### src/rtl/tnn_feature_loader.sv
// tnn_feature_loader: quantizes raw 8-bit features to 3 bits against programmable
// per-feature thresholds and packs five of them into one sample. Samples are queued
// in a 2-entry FIFO in front of the TNN core.
// Optional feature: define TNN_LOADER_ERRCNT_EN to add a saturating framing-error
// counter on port err_cnt. A cfg write to address 6'h3F clears the counter.
module tnn_feature_loader #(
    parameter int NFEAT = 5,
    parameter int DW    = 8
) (
    input  logic          clk,
    input  logic          rst_n,
    input  logic          in_valid,
    output logic          in_ready,
    input  logic [DW-1:0] in_data,
    input  logic          in_last,
    input  logic          cfg_we,
    input  logic [5:0]    cfg_addr,
    input  logic [DW-1:0] cfg_data,
    output logic          out_valid,
    input  logic          out_ready,
    output logic [2:0]    out_a,
    output logic [2:0]    out_b,
    output logic [2:0]    out_c,
    output logic [2:0]    out_d,
    output logic [2:0]    out_e,
    output logic          err_pulse
`ifdef TNN_LOADER_ERRCNT_EN
    ,
    output logic [7:0]    err_cnt
`endif
);
    localparam int NLVL = 7;
    localparam int QW   = 3;
    localparam int SW   = NFEAT * QW;

    logic [DW-1:0] thr_reg [NFEAT][NLVL];
    logic [2:0]    fidx_reg;
    logic [QW-1:0] slot_reg [NFEAT-1];
    logic [SW-1:0] fifo_mem_reg [2];
    logic          wr_ptr_reg;
    logic          rd_ptr_reg;
    logic [1:0]    count_reg;
    logic          err_reg;

    logic [QW-1:0] q_next;
    logic [SW-1:0] sample;
    logic [SW-1:0] head;
    logic          accept;
    logic          at_last_idx;
    logic          push;
    logic          pop;
    logic          frame_err;

    assign in_ready    = (count_reg != 2'd2);
    assign out_valid   = (count_reg != 2'd0);
    assign accept      = in_valid & in_ready;
    assign at_last_idx = (fidx_reg == 3'(NFEAT - 1));
    assign push        = accept & at_last_idx & in_last;
    assign frame_err   = accept & (at_last_idx ^ in_last);
    assign pop         = out_valid & out_ready;
    assign err_pulse   = err_reg;

    // Threshold registers: each cell only responds to its own address, so
    // level-7 and feature>4 addresses fall through untouched.
    generate
        for (genvar gi = 0; gi < NFEAT; gi++) begin : g_feat
            for (genvar gk = 0; gk < NLVL; gk++) begin : g_lvl
                // Per-cell threshold storage with default 32*(level+1).
                always_ff @(posedge clk or negedge rst_n) begin
                    if (!rst_n)
                        thr_reg[gi][gk] <= DW'(32 * (gk + 1));
                    else if (cfg_we && cfg_addr[5:3] == 3'(gi) && cfg_addr[2:0] == 3'(gk))
                        thr_reg[gi][gk] <= cfg_data;
                end
            end
        end
    endgenerate

    // Count how many thresholds of the current feature the value reaches;
    // no monotonic ordering is assumed.
    always_comb begin
        q_next = '0;
        for (int k = 0; k < NLVL; k++) begin
            if (in_data >= thr_reg[fidx_reg][k])
                q_next = q_next + 3'd1;
        end
    end

    // Feature a sits in the top bits; the last feature goes straight from q_next.
    generate
        for (genvar gi = 0; gi < NFEAT - 1; gi++) begin : g_pack
            assign sample[SW-1-gi*QW -: QW] = slot_reg[gi];

            // Capture the quantized value into its slot when that index is accepted.
            always_ff @(posedge clk or negedge rst_n) begin
                if (!rst_n)
                    slot_reg[gi] <= '0;
                else if (accept && fidx_reg == 3'(gi))
                    slot_reg[gi] <= q_next;
            end
        end
    endgenerate
    assign sample[QW-1:0] = q_next;

    // Feature index sequencing and framing-error strobe.
    always_ff @(posedge clk or negedge rst_n) begin
        if (!rst_n) begin
            fidx_reg <= '0;
            err_reg  <= 1'b0;
        end else begin
            err_reg <= frame_err;
            if (accept) begin
                if (in_last || at_last_idx)
                    fidx_reg <= '0;
                else
                    fidx_reg <= fidx_reg + 3'd1;
            end
        end
    end

    // Two-entry output FIFO; push while full is impossible because in_ready gates it.
    always_ff @(posedge clk or negedge rst_n) begin
        if (!rst_n) begin
            fifo_mem_reg[0] <= '0;
            fifo_mem_reg[1] <= '0;
            wr_ptr_reg      <= 1'b0;
            rd_ptr_reg      <= 1'b0;
            count_reg       <= 2'd0;
        end else begin
            if (push) begin
                fifo_mem_reg[wr_ptr_reg] <= sample;
                wr_ptr_reg               <= ~wr_ptr_reg;
            end
            if (pop)
                rd_ptr_reg <= ~rd_ptr_reg;
            case ({push, pop})
                2'b10:   count_reg <= count_reg + 2'd1;
                2'b01:   count_reg <= count_reg - 2'd1;
                default: count_reg <= count_reg;
            endcase
        end
    end

    assign head  = fifo_mem_reg[rd_ptr_reg];
    assign out_a = head[14:12];
    assign out_b = head[11:9];
    assign out_c = head[8:6];
    assign out_d = head[5:3];
    assign out_e = head[2:0];

`ifdef TNN_LOADER_ERRCNT_EN
    logic [7:0] err_cnt_reg;
    assign err_cnt = err_cnt_reg;

    // Saturating framing-error counter, cleared by a write to the reserved address.
    always_ff @(posedge clk or negedge rst_n) begin
        if (!rst_n)
            err_cnt_reg <= 8'd0;
        else if (cfg_we && cfg_addr == 6'h3F)
            err_cnt_reg <= 8'd0;
        else if (frame_err && err_cnt_reg != 8'hFF)
            err_cnt_reg <= err_cnt_reg + 8'd1;
    end
`endif

endmodule
### config.mk
export PLATFORM = sky130hd
export DESIGN_NAME = tnn_feature_loader
export DESIGN_NICKNAME = d
export VERILOG_FILES = /design/src/rtl/tnn_feature_loader.sv
export SDC_FILE = /design/constraint.sdc
export NUM_CORES = 1
export LEC_CHECK = 0
export ABC_AREA = 1
export CORE_MARGIN = 3
export CORE_UTILIZATION = 50
export DETAILED_ROUTE_END_ITERATION = 8
export DONT_BUFFER_PORTS = 1
export GPL_ROUTABILITY_DRIVEN = 0
export GPL_TIMING_DRIVEN = 0
export SYNTH_ARGS = -nofsm -noshare
export SYNTH_HDL_FRONTEND = slang
export SYNTH_SLANG_ARGS = --single-unit
### constraint.sdc
create_clock -name clk -period 7.99 [get_ports clk]
set_input_delay 0.799 -clock clk [delete_from_list [all_inputs] [get_ports clk]]
set_output_delay 0.799 -clock clk [all_outputs]
set_load 0.03 [all_outputs]
# Yosys cells after proc, flatten, opt, wreduce, memory -nomap -nowiden
# Index checks and enable logic that the tools add are counted.
# word_totals
out_inout_bits	18
input_bits	28
reg_bits	330
elab_cells	163
# classes
add_sub_neg	9
muxes	18
magnitude_cmp	11
n_eq_ne	17
reduce_logical	51
bitwise	11
# ops
op	count
binary-select mux 56 bit (select 3 bit)	1
2-to-1 mux 56 bit	2
2-to-1 mux 15 bit	4
>= comparator 8 bit	7
logical AND 1 bit	45
bitwise mux 30 bit	1
adder 3 x 1 -> 3 bit (second input constant)	7
2-to-1 mux 3 bit	7
== test 3 x 2 -> 1 bit (second input constant)	6
demux 15 bit (select 1 bit)	1
== test 3 bit (second input constant)	5
== test 3 x 1 -> 1 bit (second input constant)	3
logical NOT 3 bit	3
AND 1 bit	5
>= comparator 2 bit (second input constant)	2
>= comparator 4 bit (second input constant)	1
inverter 1 -> 2 bit	2
inverter 3 -> 4 bit	1
case mux 2 bit (2 select lines)	1
nonzero test 2 bit	2
adder 2 x 1 -> 2 bit (second input constant)	1
== test 2 x 1 -> 1 bit (second input constant)	1
== test 2 bit (second input constant)	1
< comparator 2 x 1 -> 1 bit (second input constant)	1
other kinds (6)	7

# Logic depth before layout (Yosys ltp)
# depth
word_depth	19
depth_mapped	34
ltp_nobuf	31

# Worst setup path after synthesis
# OpenSTA, ideal clock, no wires.
# synth_path
kind	flip-flop to flip-flop
startpoint	register fidx_reg[0]
endpoint	register slot_reg, in the netlist sample[10]
path_slack_ps	2933
setup_time_ps	118
synth_period_minus_slack_ps	5057
path_stages_with_launch	31
t_arrival_ps	4940
path_buffers	4
required_ps	7872
path_cell_list	dfrtp_1 -> buf_2 -> inv_2 -> buf_2 -> buf_2 -> nand2_1 -> a221o_1 -> o21ai_0 -> inv_1 -> ha_1 -> nand2_1 -> nor2_1 -> nand4_1 -> and3_1 -> ha_1 -> nand4_1 -> nand2_1 -> ha_1 -> nand2_1 -> nand2_1 -> ha_1 -> or2_1 -> and2_1 -> ha_1 -> nand2_1 -> nand2_1 -> ha_1 -> or2_2 -> buf_1 -> nand3_1 -> nand2_1
# synth_via
elab_chain_cells	18
word_cells_on_any_way	26
classes_between	6 x add/sub; 7 x order compare; 1 x eq/ne; 10 x mux; 1 x bitwise; 1 x reduce/logical
# synth_lines
element	line_no	text
start, declared	37	logic [2:0] fidx_reg;
start signal, assigned	116	fidx_reg <= fidx_reg + 3'd1;
inverter 3 -> 4 bit (implied by the code)	84	if (in_data >= thr_reg[fidx_reg][k])
binary-select mux 56 bit (select 3 bit)	84	
2-to-1 mux 56 bit (implied by the code) (2 in a row)	84	
>= comparator 8 bit	84	
2-to-1 mux 1 bit	84	
adder 3 x 1 -> 3 bit	85	q_next = q_next + 3'd1;
2-to-1 mux 3 bit	84	
adder 3 x 1 -> 3 bit	85	
2-to-1 mux 3 bit	84	
adder 3 x 1 -> 3 bit	85	
2-to-1 mux 3 bit	84	
adder 3 x 1 -> 3 bit	85	
2-to-1 mux 3 bit	84	
adder 3 x 1 -> 3 bit	85	
2-to-1 mux 3 bit	84	
adder 3 x 1 -> 3 bit	85	
2-to-1 mux 3 bit	84	
end signal, assigned by index	99	slot_reg[gi] <= q_next;
end, declared	38	logic [QW-1:0] slot_reg [NFEAT-1];
# Several ways; a longest one is shown, not always the timed one. The select of a mux whose other input is x is not followed.
# A chain may end at the register's enable or synchronous reset.

# Worst setup path after layout
# layout_path
startpoint	register fidx_reg[1]
endpoint	register fifo_mem_reg[16] (netlist bit)
# layout_via
elab_chain_cells	19
word_cells_on_any_way	28
classes_between	6 x add/sub; 7 x order compare; 1 x eq/ne; 11 x mux; 3 x bitwise
# layout_lines
element	line_no	text
inverter 3 -> 4 bit (implied by the code)	84	
binary-select mux 56 bit (select 3 bit)	84	
2-to-1 mux 56 bit (implied by the code) (2 in a row)	84	
>= comparator 8 bit	84	
2-to-1 mux 1 bit	84	
adder 3 x 1 -> 3 bit	85	
2-to-1 mux 3 bit	84	
adder 3 x 1 -> 3 bit	85	
[... 2 more ...]	-	
2-to-1 mux 3 bit	84	
adder 3 x 1 -> 3 bit	85	
2-to-1 mux 3 bit	84	
adder 3 x 1 -> 3 bit	85	
2-to-1 mux 3 bit	84	
adder 3 x 1 -> 3 bit	85	
2-to-1 mux 3 bit	84	
bitwise mux 30 bit	131	fifo_mem_reg[wr_ptr_reg] <= sample;
end signal, assigned by index	131	
end, declared	39	logic [SW-1:0] fifo_mem_reg [2];
# Several ways; a longest one is shown, not always the timed one. The select of a mux whose other input is x is not followed.

==> impl_results.md <==
- Status: completed
- FF+latch area: 0.00833 mm^2
- CP delay by family, top: simple AND/OR/NAND/NOR gates
- Worst slew margin relative to its limit: 0.107
- Final period util: 0.814
- Fin Clk Skew: 0.00983 ns
- Crit path kind: reg -> reg
- Core area: 0.0320 mm^2
- CP Data Arrival Time: 6.92 ns
- CP max stage delay: 0.77 ns
- Fmax: 154 MHz
- CP endpoint kind: register
- Seq/Total Area, Yosys: 0.508
- DIE AREA: 0.0350 mm^2
- DRC viols: 0
- Overall routed net length: 59800 um
- Yosys top cell by area: dfrtp_1
- Vias per cell: 5.91
- Cells after Synth: 1971
- CTS clk-pin slew, worst paths: 0.06 ns
- Clk_lat worst skew: 0.53 ns
- Synth top area cells: dfrtp_1 (41%), nand2_1 (15%), o21ai_0 (10%)
- Pwr/cell area: 396 mW/mm^2
- CP bufs+invs: 4
- Commonest non-fill, non-tap cells in the layout: nand2_1 (664), o21ai_0 (335), dfrtp_1 (270), a21oi_1 (135), inv_1 (121)
- Yosys Warn Count: 0
- Num ports: 46
- Total Nets Final: 2110
- CTS Sinks: 330
- Post-DRT Antenna Nets: 0
- Crit-path most repeated cell: nand2_1
- Avg Cell Area, Syn: 8.33 um^2
- Die Wd: 187 um
- H-tree levels: 2
- Leakage: 8.25 nW
- Top FF cell, synth: dfrtp_1
- Cell count after placement: 2406
- Die height: 187 um
- Pins over their slew limit: 0
- Unique masters post-synth: 35
- Max reg flops: 280
- Final std cells w/o fill: 2478
- Worst-case clock buffer depth: 3
- Critical Path RT: 8.41 ns
- Vias post-DR: 14.6k
- Area of the multi-input gates: 0.00711 mm^2
- Mapped Nets: 2068
- Most common cell after layout, fill and taps aside: nand2_1
- Post-synth top area share: 0.412
- Initial antenna violation count: 1
- Mean routed wirelength per cell: 24.1 um
- First-pass GRT wire length: 89900 um
- Asr flop ratio synth: 1.00
- Filler cell count: 2983
- Setup Buffers After CTS: 0
- Largest net degree at the start of global routing: 180
- Hold Fails Final Rpt: 0
- # rows: 65
- Total grt overflow: 0
- Startpoint types: register
- CTS tree: done
- Ant diodes: 0
- DRT Pass-1 Iters: 6
- Total GRT Usage: 0.340
- Setup TNS: 0 ns
- Unrepaired setup endpoints after global routing: false
- Area growth, synth to finish: 11.2%
- Setup-failing EPs final: 0
- Post-layout min period: 6.51 ns
- Vias in the first global route: 14.2k
- Max_cap viols: 0
- Slowest CP cell: buf_1
- Flops & latches, synth: 330
- First DRT Iteration DRCs: 1884
- Least-Margin Pin Slew: 1.33 ns
- HPWL after DPL: 40200 um
- Hold Path Class: in -> async
- EDFF count, synth: 0
- CP Max Fanout: 11
- Port bufs: 0
- Clk root buf: clkbuf_16
- Num CTS Buffers: 38
- VDD IR max: 292 uV
- Layout cell share with drive strength beyond 1: 0.0881
- Initial Utilization: 0.514
- Netlist Area Pre-Place: 0.0164 mm^2
==> kinds of logic after synthesis <==
group,synth area share
flops,0.508
simple gates,0.188
xor+xnor,0.00160
buf+inv,0.0595
compound gates,0.191
fa+ha+maj,0.0526
==> area by class of cell <==
type | instances | area share
buffer | 123 | 0.0280
clock buffer | 67 | 0.0654
clock inverter | 3 | 0.00240
inverter | 124 | 0.0255
multi-input combinational | 1394 | 0.389
sequential | 330 | 0.457
tap | 435 | 0.0298
timing repair buffer | 2 | 0.00302
==> through the flow <==
step / setup WS [ns] / total power [W] / hold WS (ns) / utilization / area (um^2)
detailed placement: 1.61 / 0.00541 / 0.459 / 0.531 / 17000
finish: 1.48 / 0.00723 / 0.122 / 0.571 / 18300
global placement: 1.66 / 0.00534 / 0.454 / 0.531 / 17000
CTS: 1.59 / 0.00718 / 0.113 / 0.571 / 18300
global route: 1.20 / 0.00769 / 0.109 / 0.571 / 18300
floorplan: 2.93 / 0.00436 / 0.442 / - / 16400
==> cell usage after synthesis, types with 2 or more instances <==
| cell type | n |
|---|---|
| ha_1 | 69 |
| buf_4 | 2 |
| a21o_1 | 2 |
| nand3_2 | 7 |
| clkbuf_1 | 80 |
| nand4_1 | 8 |
| o21a_1 | 4 |
| nor2_4 | 3 |
| xor2_1 | 2 |
| a221o_1 | 55 |
| buf_1 | 7 |
| o21ai_1 | 34 |
| and3_1 | 2 |
| inv_1 | 121 |
| nand3_1 | 33 |
| nand2_2 | 5 |
| o21ai_0 | 335 |
| o22ai_1 | 2 |
| nor2_1 | 16 |
| dfrtp_1 | 270 |
| a21oi_1 | 135 |
| nor3_2 | 9 |
| buf_2 | 34 |
| inv_2 | 3 |
| dfstp_2 | 60 |
| nand2_1 | 664 |
==> worst register-to-register path, delay by kind of cell (launching register included) <==
kind	cells	cell delay (ns)
AO/OA/AOI/OAI	3	0.70
adder cells (fa/ha/maj)	6	1.70
buffers and inverters	4	1.54
flip-flops	1	0.50
AND/OR/NAND/NOR	15	1.95
==> final timing paths <==
kind	from	end	slack [ns]	cells after the start
worst max register to register	fidx_reg[1]	fifo_mem_reg[16]	1.48	28
worst max-delay path	fidx_reg[1]	fifo_mem_reg[16]	1.48	28
min in group clk	out_ready	rd_ptr_reg	0.46	2
worst min-delay path	rst_n	thr_reg[87]	0.12	0
worst min register to register	fifo_mem_reg[11]	fifo_mem_reg[11]	0.47	2
max in group asynchronous	rst_n	thr_reg[68]	6.98	1
==> metal layers <==
metal | track usage | up-vias | routed length, um | share of wire
met1 | 0.473 | 7051 | 24800 | 0.41
met5 | 0 | - | 13 | 0.00022
met3 | 0.0568 | 186 | 5600 | 0.094
li1 | - | 6662 | - | -
met4 | 0.164 | 2 | 3610 | 0.060
met2 | 0.522 | 744 | 25800 | 0.43
==> repair_timing <==
action / CTS / global route
resized for setup: 0 / 0
hold endpoints to repair: 179 / 0
hold buffers: 2 / 0
==> power by group <==
part / leakage, nW / internal, W / switching (W)
Clock: 0.600 / 0.00104 / 0.000703
Combinational: 3.46 / 0.00102 / 0.00230
Sequential: 4.19 / 0.00198 / 0.000180
Note: power is estimated with default switching activity, not from simulation.
